`config.mk`:
```
export PLATFORM = sky130hd
export DESIGN_NAME = decode_stage_flat
export DESIGN_NICKNAME = d
export VERILOG_FILES = /design/src/rtl/decode_stage_if.sv /design/src/rtl/decode_stage.sv /design/src/flat_wrapper.sv
export SDC_FILE = /design/constraint.sdc
export NUM_CORES = 1
export LEC_CHECK = 0
export CORE_ASPECT_RATIO = 0.7
export CORE_MARGIN = 3
export CORE_UTILIZATION = 50
export CTS_CLUSTER_SIZE = 30
export DETAILED_ROUTE_END_ITERATION = 8
export PLACE_DENSITY = 0.76
export SYNTH_ARGS = -nofsm -noshare
export SYNTH_HDL_FRONTEND = slang
export SYNTH_SLANG_ARGS = --single-unit
```
`constraint.sdc`:
```
create_clock -name clk -period 2.9 [get_ports clk]
set_clock_uncertainty 0.1 [all_clocks]
set_input_delay 0.58 -clock clk [delete_from_list [all_inputs] [get_ports clk]]
set_output_delay 0.58 -clock clk [all_outputs]
set_load 0.005 [all_outputs]
```
`src/rtl/decode_stage_if.sv`:
```
// decode_stage_if: fetch-side and execute-side handshake bundle of the decode stage
interface decode_stage_if #(parameter int PC_W = 32);
    logic            in_valid;
    logic            in_ready;
    logic [31:0]     in_ir;
    logic [PC_W-1:0] in_pc;
    logic            out_valid;
    logic            out_ready;
    logic [PC_W-1:0] out_pc;
    logic [31:0]     out_ir;
    logic [6:0]      opcode;
    logic            reg_write;
    logic            mem_write;
    logic            mem_read;
    logic            is_branch;
    logic [3:0]      alu_fun;
    logic            alu_src_a;
    logic [1:0]      alu_src_b;
    logic [1:0]      rf_wr_sel;
    logic            illegal;
    modport slave (
        input  in_valid, in_ir, in_pc, out_ready,
        output in_ready, out_valid, out_pc, out_ir, opcode, reg_write, mem_write,
               mem_read, is_branch, alu_fun, alu_src_a, alu_src_b, rf_wr_sel, illegal
    );
    modport master (
        output in_valid, in_ir, in_pc, out_ready,
        input  in_ready, out_valid, out_pc, out_ir, opcode, reg_write, mem_write,
               mem_read, is_branch, alu_fun, alu_src_a, alu_src_b, rf_wr_sel, illegal
    );
endinterface

```
`src/rtl/decode_stage.sv`:
```
// decode_stage: queued RV32I decoder with a registered, flow-controlled control bundle
module decode_stage #(
    parameter int QDEPTH     = 4,
    parameter int PC_W       = 32,
    parameter int ENABLE_CSR = 1
) (
    input logic           clk,
    input logic           rst_n,
    input logic           flush,
    decode_stage_if.slave bus
);
    localparam int AW = $clog2(QDEPTH);
    localparam int CW = $clog2(QDEPTH + 1);
    logic [31:0]     r_q_ir [QDEPTH];
    logic [PC_W-1:0] r_q_pc [QDEPTH];
    logic [AW-1:0]   r_wptr, r_rptr;
    logic [CW-1:0]   r_count;
    logic            r_valid, r_reg_write, r_mem_write, r_mem_read, r_is_branch, r_alu_src_a, r_illegal;
    logic [PC_W-1:0] r_pc;
    logic [31:0]     r_ir;
    logic [3:0]      r_alu_fun;
    logic [1:0]      r_alu_src_b, r_rf_wr_sel;
    logic            w_in_ready, w_push, w_load;
    logic [31:0]     w_ir;
    logic [2:0]      w_f3;
    logic [6:0]      w_f7;
    logic            w_alt;
    logic            w_reg_write, w_mem_write, w_mem_read, w_is_branch, w_alu_src_a, w_illegal;
    logic [3:0]      w_alu_fun;
    logic [1:0]      w_alu_src_b, w_rf_wr_sel;
    assign w_in_ready = r_count < CW'(QDEPTH);
    assign w_push     = bus.in_valid && w_in_ready;
    assign w_load     = (r_count != '0) && (!r_valid || bus.out_ready);
    assign w_ir       = r_q_ir[r_rptr];
    assign w_f3       = w_ir[14:12];
    assign w_f7       = w_ir[31:25];
    assign w_alt      = w_f7 == 7'b0100000;
    // queue storage; entries are only meaningful while counted, so no reset is needed
    always_ff @(posedge clk) begin
        if (w_push) begin
            r_q_ir[r_wptr] <= bus.in_ir;
            r_q_pc[r_wptr] <= bus.in_pc;
        end
    end
    // queue pointers and occupancy; flush discards everything including a same-cycle push
    always_ff @(posedge clk or negedge rst_n) begin
        if (!rst_n) begin
            r_wptr  <= '0;
            r_rptr  <= '0;
            r_count <= '0;
        end else if (flush) begin
            r_wptr  <= '0;
            r_rptr  <= '0;
            r_count <= '0;
        end else begin
            r_wptr  <= w_push ? r_wptr + 1'b1 : r_wptr;
            r_rptr  <= w_load ? r_rptr + 1'b1 : r_rptr;
            r_count <= r_count + CW'(w_push) - CW'(w_load);
        end
    end
    // decode of the queue head; illegal encodings suppress every architectural side effect
    always_comb begin
        w_reg_write = 1'b0;
        w_mem_write = 1'b0;
        w_mem_read  = 1'b0;
        w_is_branch = 1'b0;
        w_alu_fun   = 4'b0000;
        w_alu_src_a = 1'b0;
        w_alu_src_b = 2'b00;
        w_rf_wr_sel = 2'b00;
        w_illegal   = 1'b0;
        case (w_ir[6:0])
            7'b0110111: begin w_alu_fun = 4'b1001; w_reg_write = 1'b1; end
            7'b0010111: begin w_alu_src_a = 1'b1; w_reg_write = 1'b1; end
            7'b1101111, 7'b1100111: begin w_alu_src_a = 1'b1; w_alu_src_b = 2'b10; w_reg_write = 1'b1; end
            7'b0000011: begin w_mem_read = 1'b1; w_reg_write = 1'b1; w_rf_wr_sel = 2'b01; end
            7'b0100011: w_mem_write = 1'b1;
            7'b1100011: begin w_is_branch = 1'b1; w_alu_src_b = 2'b01; end
            7'b0010011: begin
                w_reg_write = 1'b1;
                w_alu_fun   = (w_f3 == 3'b101 && w_ir[30]) ? 4'b1101 : {1'b0, w_f3};
                w_illegal   = (w_f3 == 3'b001 && w_f7 != 7'b0) || (w_f3 == 3'b101 && w_f7 != 7'b0 && !w_alt);
            end
            7'b0110011: begin
                w_reg_write = 1'b1;
                w_alu_src_b = 2'b01;
                w_alu_fun   = (w_f3 == 3'b000 && w_alt) ? 4'b1000 :
                              (w_f3 == 3'b101 && w_ir[30]) ? 4'b1101 : {1'b0, w_f3};
                w_illegal   = (w_f7 != 7'b0 && !w_alt) || (w_alt && w_f3 != 3'b000 && w_f3 != 3'b101);
            end
            7'b1110011: begin
                w_alu_src_b = 2'b01;
                if (w_f3 != 3'b000) begin
                    if (ENABLE_CSR != 0) begin
                        w_reg_write = 1'b1;
                        w_rf_wr_sel = 2'b10;
                    end else begin
                        w_illegal = 1'b1;
                    end
                end
            end
            default: w_illegal = 1'b1;
        endcase
        if (w_illegal) begin
            w_reg_write = 1'b0;
            w_mem_write = 1'b0;
            w_mem_read  = 1'b0;
            w_is_branch = 1'b0;
        end
    end
    // output register: refills from the queue head whenever the bundle is empty or being consumed
    always_ff @(posedge clk or negedge rst_n) begin
        if (!rst_n) begin
            r_valid     <= 1'b0;
            r_pc        <= '0;
            r_ir        <= '0;
            r_reg_write <= 1'b0;
            r_mem_write <= 1'b0;
            r_mem_read  <= 1'b0;
            r_is_branch <= 1'b0;
            r_alu_fun   <= '0;
            r_alu_src_a <= 1'b0;
            r_alu_src_b <= '0;
            r_rf_wr_sel <= '0;
            r_illegal   <= 1'b0;
        end else if (flush) begin
            r_valid <= 1'b0;
        end else if (w_load) begin
            r_valid     <= 1'b1;
            r_pc        <= r_q_pc[r_rptr];
            r_ir        <= w_ir;
            r_reg_write <= w_reg_write;
            r_mem_write <= w_mem_write;
            r_mem_read  <= w_mem_read;
            r_is_branch <= w_is_branch;
            r_alu_fun   <= w_alu_fun;
            r_alu_src_a <= w_alu_src_a;
            r_alu_src_b <= w_alu_src_b;
            r_rf_wr_sel <= w_rf_wr_sel;
            r_illegal   <= w_illegal;
        end else if (r_valid && bus.out_ready) begin
            r_valid <= 1'b0;
        end
    end
    assign bus.in_ready  = w_in_ready;
    assign bus.out_valid = r_valid;
    assign bus.out_pc    = r_pc;
    assign bus.out_ir    = r_ir;
    assign bus.opcode    = r_ir[6:0];
    assign bus.reg_write = r_reg_write;
    assign bus.mem_write = r_mem_write;
    assign bus.mem_read  = r_mem_read;
    assign bus.is_branch = r_is_branch;
    assign bus.alu_fun   = r_alu_fun;
    assign bus.alu_src_a = r_alu_src_a;
    assign bus.alu_src_b = r_alu_src_b;
    assign bus.rf_wr_sel = r_rf_wr_sel;
    assign bus.illegal   = r_illegal;
endmodule

```
`src/flat_wrapper.sv`:
```
// flat-port wrapper written by rule: the top's interface ports become plain ports
module decode_stage_flat 
#(
    parameter int QDEPTH     = 4,
    parameter int PC_W       = 32,
    parameter int ENABLE_CSR = 1
)
  (clk, rst_n, flush, bus_in_valid, bus_in_ir, bus_in_pc, bus_out_ready, bus_in_ready, bus_out_valid, bus_out_pc, bus_out_ir, bus_opcode, bus_reg_write, bus_mem_write, bus_mem_read, bus_is_branch, bus_alu_fun, bus_alu_src_a, bus_alu_src_b, bus_rf_wr_sel, bus_illegal);
  decode_stage_if #(.PC_W(PC_W)) bus_i ();
  input logic clk;
  input logic rst_n;
  input logic flush;
  input wire logic [$bits(bus_i.in_valid)-1:0] bus_in_valid;
  input wire logic [$bits(bus_i.in_ir)-1:0] bus_in_ir;
  input wire logic [$bits(bus_i.in_pc)-1:0] bus_in_pc;
  input wire logic [$bits(bus_i.out_ready)-1:0] bus_out_ready;
  output wire logic [$bits(bus_i.in_ready)-1:0] bus_in_ready;
  output wire logic [$bits(bus_i.out_valid)-1:0] bus_out_valid;
  output wire logic [$bits(bus_i.out_pc)-1:0] bus_out_pc;
  output wire logic [$bits(bus_i.out_ir)-1:0] bus_out_ir;
  output wire logic [$bits(bus_i.opcode)-1:0] bus_opcode;
  output wire logic [$bits(bus_i.reg_write)-1:0] bus_reg_write;
  output wire logic [$bits(bus_i.mem_write)-1:0] bus_mem_write;
  output wire logic [$bits(bus_i.mem_read)-1:0] bus_mem_read;
  output wire logic [$bits(bus_i.is_branch)-1:0] bus_is_branch;
  output wire logic [$bits(bus_i.alu_fun)-1:0] bus_alu_fun;
  output wire logic [$bits(bus_i.alu_src_a)-1:0] bus_alu_src_a;
  output wire logic [$bits(bus_i.alu_src_b)-1:0] bus_alu_src_b;
  output wire logic [$bits(bus_i.rf_wr_sel)-1:0] bus_rf_wr_sel;
  output wire logic [$bits(bus_i.illegal)-1:0] bus_illegal;
  assign bus_i.in_valid = bus_in_valid;
  assign bus_i.in_ir = bus_in_ir;
  assign bus_i.in_pc = bus_in_pc;
  assign bus_i.out_ready = bus_out_ready;
  assign bus_in_ready = bus_i.in_ready;
  assign bus_out_valid = bus_i.out_valid;
  assign bus_out_pc = bus_i.out_pc;
  assign bus_out_ir = bus_i.out_ir;
  assign bus_opcode = bus_i.opcode;
  assign bus_reg_write = bus_i.reg_write;
  assign bus_mem_write = bus_i.mem_write;
  assign bus_mem_read = bus_i.mem_read;
  assign bus_is_branch = bus_i.is_branch;
  assign bus_alu_fun = bus_i.alu_fun;
  assign bus_alu_src_a = bus_i.alu_src_a;
  assign bus_alu_src_b = bus_i.alu_src_b;
  assign bus_rf_wr_sel = bus_i.rf_wr_sel;
  assign bus_illegal = bus_i.illegal;
  decode_stage #(.QDEPTH(QDEPTH), .PC_W(PC_W), .ENABLE_CSR(ENABLE_CSR)) u_core (.clk(clk), .rst_n(rst_n), .flush(flush), .bus(bus_i));
endmodule
```
==> metrics.cfg, run 1 <==
[grt]
grtUsageTotal = 0.193
grt_remaining_overflow = 0
grt_first_pass_wirelength_um = 41600
via_count_of_the_first_global_routing_pass = 7168
number_of_antenna_violations_at_the_first_check_in_global_routing = 4
grt_max_degree = 80

[sta]
worst_max_slew_margin_expressed_relative_to_the_limit = 0.709
setup_total_negative_slack_ns = 0
unrepaired_setup_endpoints_after_global_routing = false
timing.fmax_mhz = 360
setup_viol = 0
final-max-slew-violation-count = 0
period_needed_ns = 2.78
hold_ws_ns = 0.374
report.final.hold_viol_count = 0
final_min_period_over_clock_period = 0.958
worstMarginPinSlew_ns = 0.437

[synth]
synthFlopType = sky130_fd_sc_hd__edfxtp_1
synthesis.area_mm2 = 0.0129
syn-mean-instance-area_um2 = 17.3
postSynth.asyncResetShare = 0.251
synth.largest_area_cell = sky130_fd_sc_hd__edfxtp_1
mappedNetlistNets = 822
synth-seq-area-share = 0.763
netlist_instances = 746
synth.ff_latch_count = 342
synth-edff-count = 256
netlist-cell-type-count = 43
yosys_warnings = 0
post_synth_main_area_contributors = sky130_fd_sc_hd__edfxtp_1, sky130_fd_sc_hd__dfrtp_1, sky130_fd_sc_hd__mux4_2
synthDominantCellAreaShare = 0.596

[setup_path]
critPathSlowestCell = sky130_fd_sc_hd__dfrtp_4
crit_buf_inv = 0
critPathMaxFanout = 15
max_stage_delay_ns = 0.57
kind_of_end_point_of_the_critical_path = flop
critical_path_arrival_ns = 3.11
worstReg2RegEnd = u_core.bus.illegal$_DFFE_PN0P_
critical_path.startpoint_type = flop
crit_path_cell_trace = mux4_2, or4_1, nor3_2, a21boi_0, o32a_1
r2r-start = u_core.r_rptr[0]$_DFFE_PN0P_
cp_delay_by_family_top = simple AND/OR/NAND/NOR gates
worstPathRequired_ns = 3.24
criticalPathCategory = flop to flop
timing.reg2reg.setup_slack_ns = 0.12
worstRegToRegCells = 5

[detailed_routing]
first_pass_iters = 7
met2_length_um = 12200
route.final.wire_length_um = 26400
wl_met3_um = 1970
post_drt_wl_per_cell_um = 20.8
number_of_remaining_drc_errors = 0
detail_route.vias_per_cell = 5.44
postRouteAntennaNets = 0
routed-via-count = 6912
wirelength_met1_um = 11800
route.top_layer_used = met5
drt_first_iter_violations = 491

[floorplanning]
core_region_area_mm2 = 0.0250
die_height_um = 140
rows = 48
initial_utilization = 0.516
io-pin-count = 156
fp.dieArea_mm2 = 0.0278
die_w_um = 198

[clock_network]
tritoncts.num_buffers = 31
clockBufferDepth = 3
clkLatencyLatePin_ns = 0.55
clk_transition_reported_paths_ns = 0.07
cts-resized-gates = 0
cts.sink_count = 342
root_buffer_master = sky130_fd_sc_hd__clkbuf_16
cts_max_level = 1
cts_tree = done

[finish]
drive_gt1_frac = 0.156
layout.nets = 996
area_delta_synth_final_pct = 24.8
num_antenna_cells = 0

[power_and_ir_drop]
irDropWorstVdd_uv = 613
leakagePower_nw = 5.89
pwr_density_mw_per_mm2 = 935

[status]
outcome = complete, no violations

[hold_path]
worst_hold_path_type = flop to flop
holdPathEnd = u_core.bus.out_ir[7]$_DFFE_PN0P_
hold_path_startpoint = u_core.bus.out_ir[7]$_DFFE_PN0P_
hold-path-cell-count = 2

[placement]
gp_congestion = 0.839
dpl.hpwl_um = 16400
io_buffers = 155

[run]
maxCapViolations = 0

-- registers in the layout (all words and copies together), names as in the netlist, 3 cells and up --
signal              flops
u_core.bus.alu_fun      4
u_core.bus.out_pc      32
u_core.r_q_ir         128
u_core.r_q_pc         128
u_core.r_count          3
u_core.bus.out_ir      32
-- Yosys cell counts (6+ instances only) --
cell type	instances
sky130_fd_sc_hd__edfxtp_1	256
sky130_fd_sc_hd__nand2_1	212
sky130_fd_sc_hd__dfrtp_1	86
sky130_fd_sc_hd__mux4_2	61
sky130_fd_sc_hd__clkbuf_1	22
sky130_fd_sc_hd__nor2_1	14
sky130_fd_sc_hd__buf_4	8
sky130_fd_sc_hd__inv_1	7
sky130_fd_sc_hd__ha_1	6
-- layer usage --
layer	vias up	global-route usage
met5	-	0
li1	3113	-
met4	8	0.0335
met1	3522	0.291
met2	240	0.295
met3	29	0.0464
-- power by group --
part           internal, W  leakage (nW)  switching (W)  total [W]
clock network      0.00255         0.517        0.00170    0.00425
logic              0.00221          1.95        0.00195    0.00416
registers          0.00617          3.42       0.000454    0.00662
total               0.0109          5.89        0.00410     0.0150
-- worst register-to-register path: stages, from the launching register on --
cell and delay (ns):
sky130_fd_sc_hd__dfrtp_4 0.57, sky130_fd_sc_hd__mux4_2 0.58, sky130_fd_sc_hd__or4_1 0.57, sky130_fd_sc_hd__nor3_2 0.29, sky130_fd_sc_hd__a21boi_0 0.24, sky130_fd_sc_hd__o32a_1 0.32
-- final cells by class --
type | instances | area, µm²
sequential | 342 | 9850
fill | 1743 | 8900
multi-input combinational | 356 | 2850
timing repair buffer | 182 | 1880
clock buffer | 42 | 837
tap | 325 | 407
clock inverter | 16 | 235
inverter | 7 | 26.3
-- cell families (layout without fill, tap and decap cells) --
logic type / count (synthesis) / after routing / synth area share
AO/OA/AOI/OAI: 22 / 22 / 0.0130
XOR/XNOR: 6 / 6 / 0.00408
multiplexers: 65 / 65 / 0.113
flip-flops: 342 / 342 / 0.763
AND/OR/NAND/NOR: 256 / 256 / 0.0815
adder cells (fa/ha/maj): 7 / 7 / 0.00738
buffers and inverters: 48 / 247 / 0.0174
-- repair_timing --
| item | in CTS | in global routing |
|---|---|---|
| hold buffers | 1 | 0 |
| hold endpoints to repair | 27 | 0 |
| endpoints found under the setup margin | 0 | 1 |
| buffers inserted | 0 | 3 |
-- per-stage QoR --
step / total power [W] / std cells / cell area [µm²] / util / worst slack [ns]
final: 0.0150 / 1270 / 16100 / 0.644 / 0.121
after global routing: 0.0158 / 1270 / 16100 / 0.644 / 0.0183
after detailed placement: 0.0109 / 1208 / 15000 / 0.600 / 0.114
after floorplan: 0.00891 / 746 / 12900 / - / 0.443
after CTS: 0.0152 / 1267 / 16100 / 0.643 / 0.0545
after global placement: 0.0108 / 1208 / 15000 / 0.600 / 0.212
-- how the worst max path moves through the flow --
stage                                  from  slack, ns                              to  depth (start not counted)
2_1_floorplan  u_core.r_rptr[0]$_DFFE_PN0P_       0.44  u_core.bus.illegal$_DFFE_PN0P_                          6
5_1_grt        u_core.r_rptr[0]$_DFFE_PN0P_       0.02  u_core.bus.illegal$_DFFE_PN0P_                          5
3_5_place_dp   u_core.r_rptr[0]$_DFFE_PN0P_       0.11  u_core.bus.illegal$_DFFE_PN0P_                          5
4_1_cts        u_core.r_rptr[0]$_DFFE_PN0P_       0.05  u_core.bus.illegal$_DFFE_PN0P_                          5
6_report       u_core.r_rptr[0]$_DFFE_PN0P_       0.12  u_core.bus.illegal$_DFFE_PN0P_                          5
3_3_place_gp   u_core.r_rptr[0]$_DFFE_PN0P_       0.21  u_core.bus.illegal$_DFFE_PN0P_                          5
-- layout by cell type, fill, tap and decap left out, types with 3 or more instances in the layout --
cell type,count
sky130_fd_sc_hd__a21oi_1,4
sky130_fd_sc_hd__mux4_1,3
sky130_fd_sc_hd__inv_1,7
sky130_fd_sc_hd__nor2b_1,4
sky130_fd_sc_hd__buf_4,17
sky130_fd_sc_hd__nor3_1,5
sky130_fd_sc_hd__nand3_1,3
sky130_fd_sc_hd__and2_4,4
sky130_fd_sc_hd__nand2_1,212
sky130_fd_sc_hd__dfrtp_1,84
sky130_fd_sc_hd__o21ai_0,4
sky130_fd_sc_hd__edfxtp_1,256
sky130_fd_sc_hd__xnor2_1,3
sky130_fd_sc_hd__o31ai_1,4
sky130_fd_sc_hd__clkinv_1,3
sky130_fd_sc_hd__clkinv_2,4
sky130_fd_sc_hd__xor2_1,3
sky130_fd_sc_hd__buf_12,10
sky130_fd_sc_hd__nor2_1,14
sky130_fd_sc_hd__mux4_2,61
sky130_fd_sc_hd__clkbuf_16,31
sky130_fd_sc_hd__clkdlybuf4s50_1,154
sky130_fd_sc_hd__bufinv_16,6
sky130_fd_sc_hd__ha_1,6
sky130_fd_sc_hd__clkbuf_1,9
Power figures use the tool's default switching activity.
==> run 2, diff against run 1 <==
Settings changed: GPL_TIMING_DRIVEN set to 0.
==> metrics.cfg, run 2 (same netlist as run 1, synthesis figures left out) <==
[grt]
grt_max_degree = 49  ; -39%
grt_first_pass_wirelength_um = 43100  ; +3.7%
number_of_antenna_violations_at_the_first_check_in_global_routing = 4  ; unchanged
grtUsageTotal = 0.205  ; +0.0123
via_count_of_the_first_global_routing_pass = 7481  ; +4.4%
grt_remaining_overflow = 0  ; unchanged

[floorplanning]
initial_utilization = 0.516  ; unchanged
die_height_um = 140  ; unchanged
io-pin-count = 156  ; unchanged
die_w_um = 198  ; unchanged
fp.dieArea_mm2 = 0.0278  ; unchanged
rows = 48  ; unchanged
core_region_area_mm2 = 0.0250  ; unchanged

[sta]
finalWorstSetupSlack_ns = 0.152  ; +0.0308 ns
timing.fmax_mhz = 364  ; +1.1%
unrepaired_setup_endpoints_after_global_routing = false
final_min_period_over_clock_period = 0.948  ; -0.0106
period_needed_ns = 2.75  ; -0.0308 ns
worst_max_slew_margin_expressed_relative_to_the_limit = 0.418  ; -0.291
final-max-slew-violation-count = 0  ; unchanged
setup_viol = 0  ; unchanged
worstMarginPinSlew_ns = 0.873  ; +0.436 ns
report.final.hold_viol_count = 0  ; unchanged

[setup_path]
worstPathRequired_ns = 3.19  ; -0.05 ns
criticalPathCategory = flop to flop
critical_path_arrival_ns = 3.04  ; -0.07 ns
worstRegToRegCells = 6  ; +1
kind_of_end_point_of_the_critical_path = flop
critical_path.startpoint_type = flop
critPathMaxFanout = 10  ; -5

[clock_network]
cts.sink_count = 342  ; unchanged
clkLatencyLatePin_ns = 0.51  ; -0.04 ns
clk_transition_reported_paths_ns = 0.06  ; about the same
clockBufferDepth = 3  ; unchanged
root_buffer_master = sky130_fd_sc_hd__clkbuf_16
cts_max_level = 2  ; +1
tritoncts.num_buffers = 34  ; +9.7%
cts_tree = done

[placement]
dpl.hpwl_um = 17700  ; +8.4%
gp_congestion = 0.825  ; -1.7%
io_buffers = 154  ; -0.65%
detailedPlace.worstSlack_ns = -0.432  ; -0.545 ns

[finish]
area.sequential_mm2 = 0.00984  ; about the same
layout.core_utilization = 0.646  ; +0.00205
num_antenna_cells = 0  ; unchanged
fillers = 1812  ; +4.0%
top_regs = u_core.r_q_ir (128), u_core.r_q_pc (128)
mostFrequentLayoutCell = sky130_fd_sc_hd__edfxtp_1
layout.nets = 1017  ; +2.1%
multiInputGateArea_mm2 = 0.00286  ; +0.13%
area_delta_synth_final_pct = 25.2
drive_gt1_frac = 0.152  ; -0.00354
most-common-layout-cells = sky130_fd_sc_hd__edfxtp_1, sky130_fd_sc_hd__nand2_1, sky130_fd_sc_hd__clkdlybuf4s50_1

[detailed_routing]
drt_first_iter_violations = 452  ; -7.9%
detail_route.vias_per_cell = 5.46  ; +0.37%
post_drt_wl_per_cell_um = 21.4  ; +2.8%
number_of_remaining_drc_errors = 0  ; unchanged
routed-via-count = 7058  ; +2.1%
postRouteAntennaNets = 0  ; unchanged
first_pass_iters = 5  ; -2
route.final.wire_length_um = 27600  ; +4.6%

[power_and_ir_drop]
irDropWorstVdd_uv = 822  ; +34%
pwr_density_mw_per_mm2 = 946  ; +1.2%
leakagePower_nw = 5.91  ; +0.34%

[hold_path]
hold-path-cell-count = 2  ; unchanged
worst_hold_path_type = flop to flop

[status]
outcome = complete, no violations

[run]
maxCapViolations = 0  ; unchanged

## run 2: cell types whose count changed in the layout (fill, tap and decap cells not counted), sizes merged
cell / before / now
bufinv: 6 / 2
clkinv: 7 / 3
buf: 27 / 24
clkbuf: 42 / 75
clkinvlp: 2 / 3
clkdlybuf4s50: 154 / 153
## run 2: stage by stage
stage / cell area (µm²) / hold slack (ns) / total power [W] / cells / setup TNS, ns
2_1_floorplan: 12900 / 0.184 / 0.00891 / 746 / 0
3_3_place_gp: 14800 / 0.359 / 0.0108 / 1225 / -373.79
3_5_place_dp: 15000 / 0.362 / 0.0109 / 1230 / -17.44
4_1_cts: 16100 / 0.372 / 0.0154 / 1292 / 0
5_1_grt: 16100 / 0.400 / 0.0161 / 1292 / 0
6_report: 16100 / 0.372 / 0.0153 / 1292 / 0
## run 2: power by group
group / switching, W / internal, W
Clock: 0.00179 / 0.00264
Sequential: 0.000376 / 0.00616
Combinational: 0.00212 / 0.00218
## run 2: final timing paths
path	startpoint	slack (ns)	end
worst min register to register	u_core.bus.out_pc[23]$_DFFE_PN0P_	0.37	u_core.bus.out_pc[23]$_DFFE_PN0P_
worst max register to register	u_core.r_rptr[0]$_DFFE_PN0P_	0.15	u_core.bus.illegal$_DFFE_PN0P_
min in group asynchronous	rst_n	0.53	u_core.r_count[1]$_DFF_PN0_
max in group asynchronous	rst_n	1.48	u_core.bus.out_pc[18]$_DFFE_PN0P_
worst max-delay path	u_core.r_rptr[0]$_DFFE_PN0P_	0.15	u_core.bus.illegal$_DFFE_PN0P_
worst min-delay path	u_core.bus.out_pc[23]$_DFFE_PN0P_	0.37	u_core.bus.out_pc[23]$_DFFE_PN0P_
## run 2: cell type report
type                       instances  area share
multi-input combinational        356       0.177
clock inverter                     9     0.00698
inverter                           7     0.00163
sequential                       342       0.610
timing repair buffer             160       0.103
clock buffer                      53      0.0636
buffer                            40      0.0126
tap                              325      0.0252
## run 2: what timing repair did
| action | CTS | global route |
|---|---|---|
| endpoints found under the setup margin | 18 | 22 |
| gates cloned | 0 | 0 |
| setup buffers | 0 | 0 |
| hold buffers | 1 | 0 |
| pin swaps | 0 | 1 |
| endpoints found under the hold margin | 11 | 0 |
| resized for setup | 3 | 10 |
## run 2: metal layers
layer  wire length [µm]  part of all wire  track usage
met1              12200              0.44        0.293
met2              12800              0.46        0.320
met4                544             0.020       0.0543
met5                 61            0.0022            0
met3               2030             0.073       0.0524
## run 2: critical path: stages, from the launching register on
cell and delay [ns]:
sky130_fd_sc_hd__dfrtp_2 0.42, sky130_fd_sc_hd__buf_8 0.18, sky130_fd_sc_hd__mux4_2 0.53, sky130_fd_sc_hd__or4_4 0.59
sky130_fd_sc_hd__nor3_4 0.30, sky130_fd_sc_hd__a2111oi_2 0.14, sky130_fd_sc_hd__o32a_1 0.37
==> run 3, diff against run 2 <==
Settings changed: TNS_END_PERCENT set to 10.
==> metrics.cfg, run 3 (same netlist as run 1, synthesis figures left out) <==
[status]
outcome = complete, no violations

[detailed_routing]
postRouteAntennaNets = 0  ; unchanged
number_of_remaining_drc_errors = 0  ; unchanged
route.final.wire_length_um = 27300  ; -1.3%
detail_route.vias_per_cell = 5.42  ; -0.70%
drt_first_iter_violations = 492  ; +8.8%
routed-via-count = 6987  ; -1.0%
post_drt_wl_per_cell_um = 21.2  ; -1.0%
first_pass_iters = 5  ; unchanged

[placement]
detailedPlace.worstSlack_ns = -0.451  ; -0.0197 ns
placed_cell_areas_mm2 = 0.0150  ; about the same
dpl.hpwl_um = 17700  ; about the same
post-place-cells = 1230  ; unchanged
io_buffers = 154  ; unchanged
gp_congestion = 0.815  ; -1.3%

[hold_path]
worst_hold_path_type = primary input to flop

[finish]
mostFrequentLayoutCell = sky130_fd_sc_hd__edfxtp_1
drive_gt1_frac = 0.146  ; -0.00649
area_delta_synth_final_pct = 24.0
layout.nets = 1014  ; -0.29%
postLayoutCellArea_mm2 = 0.0160  ; -0.97%
top_regs = u_core.r_q_ir (128), u_core.r_q_pc (128)
most-common-layout-cells = sky130_fd_sc_hd__edfxtp_1, sky130_fd_sc_hd__nand2_1, sky130_fd_sc_hd__clkdlybuf4s50_1
layoutNonFillerInstCount = 1288  ; -0.31%

[floorplanning]
die_w_um = 198  ; unchanged
initial_utilization = 0.516  ; unchanged
core_region_area_mm2 = 0.0250  ; unchanged
die_height_um = 140  ; unchanged
io-pin-count = 156  ; unchanged
rows = 48  ; unchanged
fp.dieArea_mm2 = 0.0278  ; unchanged

[power_and_ir_drop]
irDropWorstVdd_uv = 637  ; -22%
pwr_density_mw_per_mm2 = 921  ; -2.7%
leakagePower_nw = 5.84  ; -1.2%

[run]
maxCapViolations = 0  ; unchanged

[grt]
via_count_of_the_first_global_routing_pass = 7195  ; -3.8%
number_of_antenna_violations_at_the_first_check_in_global_routing = 3  ; -1
grt_remaining_overflow = 0  ; unchanged
grt_max_degree = 52  ; +6.1%
grt_first_pass_wirelength_um = 42100  ; -2.3%
grtUsageTotal = 0.198  ; -0.00648

[sta]
worstMarginPinSlew_ns = 0.917  ; +0.0435 ns
worst_max_slew_margin_expressed_relative_to_the_limit = 0.389  ; -0.0290
report.final.hold_viol_count = 0  ; unchanged
final_min_period_over_clock_period = 0.961  ; +0.0134
period_needed_ns = 2.79  ; +0.0390 ns
hold_ws_ns = 0.352  ; -0.0205 ns
setup_viol = 0  ; unchanged
unrepaired_setup_endpoints_after_global_routing = false
finalWorstSetupSlack_ns = 0.113  ; -0.0390 ns
timing.fmax_mhz = 359  ; -1.4%
final-max-slew-violation-count = 0  ; unchanged

[setup_path]
max_stage_delay_ns = 0.54  ; -0.05 ns
critPathMaxFanout = 10  ; unchanged
criticalPathCategory = flop to flop
critPathSlowestCell = sky130_fd_sc_hd__clkbuf_1
critical_path_arrival_ns = 3.18  ; +0.14 ns
kind_of_end_point_of_the_critical_path = flop
critical_path.startpoint_type = flop
crit_path_cell_trace = clkbuf_1, mux4_2, nand4bb_1, nor3_1, a21boi_0, o32a_1
worstPathRequired_ns = 3.29  ; +0.10 ns

[clock_network]
clk_transition_reported_paths_ns = 0.06  ; about the same
clkLatencyLatePin_ns = 0.56  ; +0.05 ns
cts_tree = done
cts.sink_count = 342  ; unchanged
post_cts_setup_driven_buffer_insertion_count = 0  ; unchanged
cts_max_level = 1  ; -1
tritoncts.num_buffers = 31  ; -8.8%
root_buffer_master = sky130_fd_sc_hd__clkbuf_16
clockBufferDepth = 3  ; unchanged

## run 3: changes by cell type in the layout (fill, tap and decap cells not counted), moves of 2 or more
cell / delta
sky130_fd_sc_hd__bufinv_16: -2
sky130_fd_sc_hd__clkbuf_8: +4
sky130_fd_sc_hd__clkbuf_1: -5
sky130_fd_sc_hd__clkbuf_16: -6
sky130_fd_sc_hd__clkinv_1: +4
## run 3: worst max-delay path, delay by kind of cell (launching register included)
kind / cells / cell delay (ns)
buf+inv: 1 / 0.54
mux: 1 / 0.52
simple gates: 2 / 0.56
compound gates: 2 / 0.66
flops: 1 / 0.33
## run 3: worst paths after layout
kind                                              startpoint  slack, ns  cells past startpoint                                 to
max                             u_core.r_rptr[1]$_DFFE_PN0P_       0.11                      6     u_core.bus.illegal$_DFFE_PN0P_
min                                                    flush       0.35                      2       u_core.r_rptr[0]$_DFFE_PN0P_
max reg2reg                     u_core.r_rptr[1]$_DFFE_PN0P_       0.11                      6     u_core.bus.illegal$_DFFE_PN0P_
min reg2reg                u_core.bus.out_ir[23]$_DFFE_PN0P_       0.37                      2  u_core.bus.out_ir[23]$_DFFE_PN0P_
max in group asynchronous                              rst_n       1.47                      3  u_core.bus.out_ir[15]$_DFFE_PN0P_
min in group asynchronous                              rst_n       0.53                      2  u_core.bus.alu_fun[2]$_DFFE_PN0P_
## run 3: layer usage
layer  vias up  part of all wire  global-route usage  wire (µm)
li1       3145                 -                   -          -
met1      3556              0.45               0.293      12300
met2       231              0.46               0.308      12500
met3        49             0.073              0.0507       1990
met4         6             0.017              0.0350        475
met5         -            0.0013                   0         36
## run 3: stage by stage
stage	TNS (ns)	total power (W)	utilization
global route	0	0.0155	0.640
detailed placement	-17.51	0.0110	0.599
global placement	-612.84	0.0108	0.594
finish	0	0.0147	0.640
floorplan	-18.44	0.00892	-
CTS	-0.459	0.0149	0.639
## run 3: cell type report
class,instances,area (µm²)
multi-input cells,356,2860
inverters,7,26.3
repair buffers,160,1670
clock inverters,12,66.3
plain buffers,40,196
fillers,1753,9000
well taps,325,407
clock buffers,45,908
diodes,1,2.50
flip-flops and latches,342,9840
## run 3: power by group
part           internal [W]  switching, W  total [W]
registers           0.00616      0.000404    0.00657
logic               0.00218       0.00208    0.00426
clock network       0.00216       0.00172    0.00389
total                0.0105       0.00421     0.0147
## run 3: timing repair
item / in CTS / in global routing
hold buffers: 1 / 0
gates cloned: 0 / 0
endpoints found under the hold margin: 50 / 0
resized for setup: 1 / 7
endpoints found under the setup margin: 21 / 37
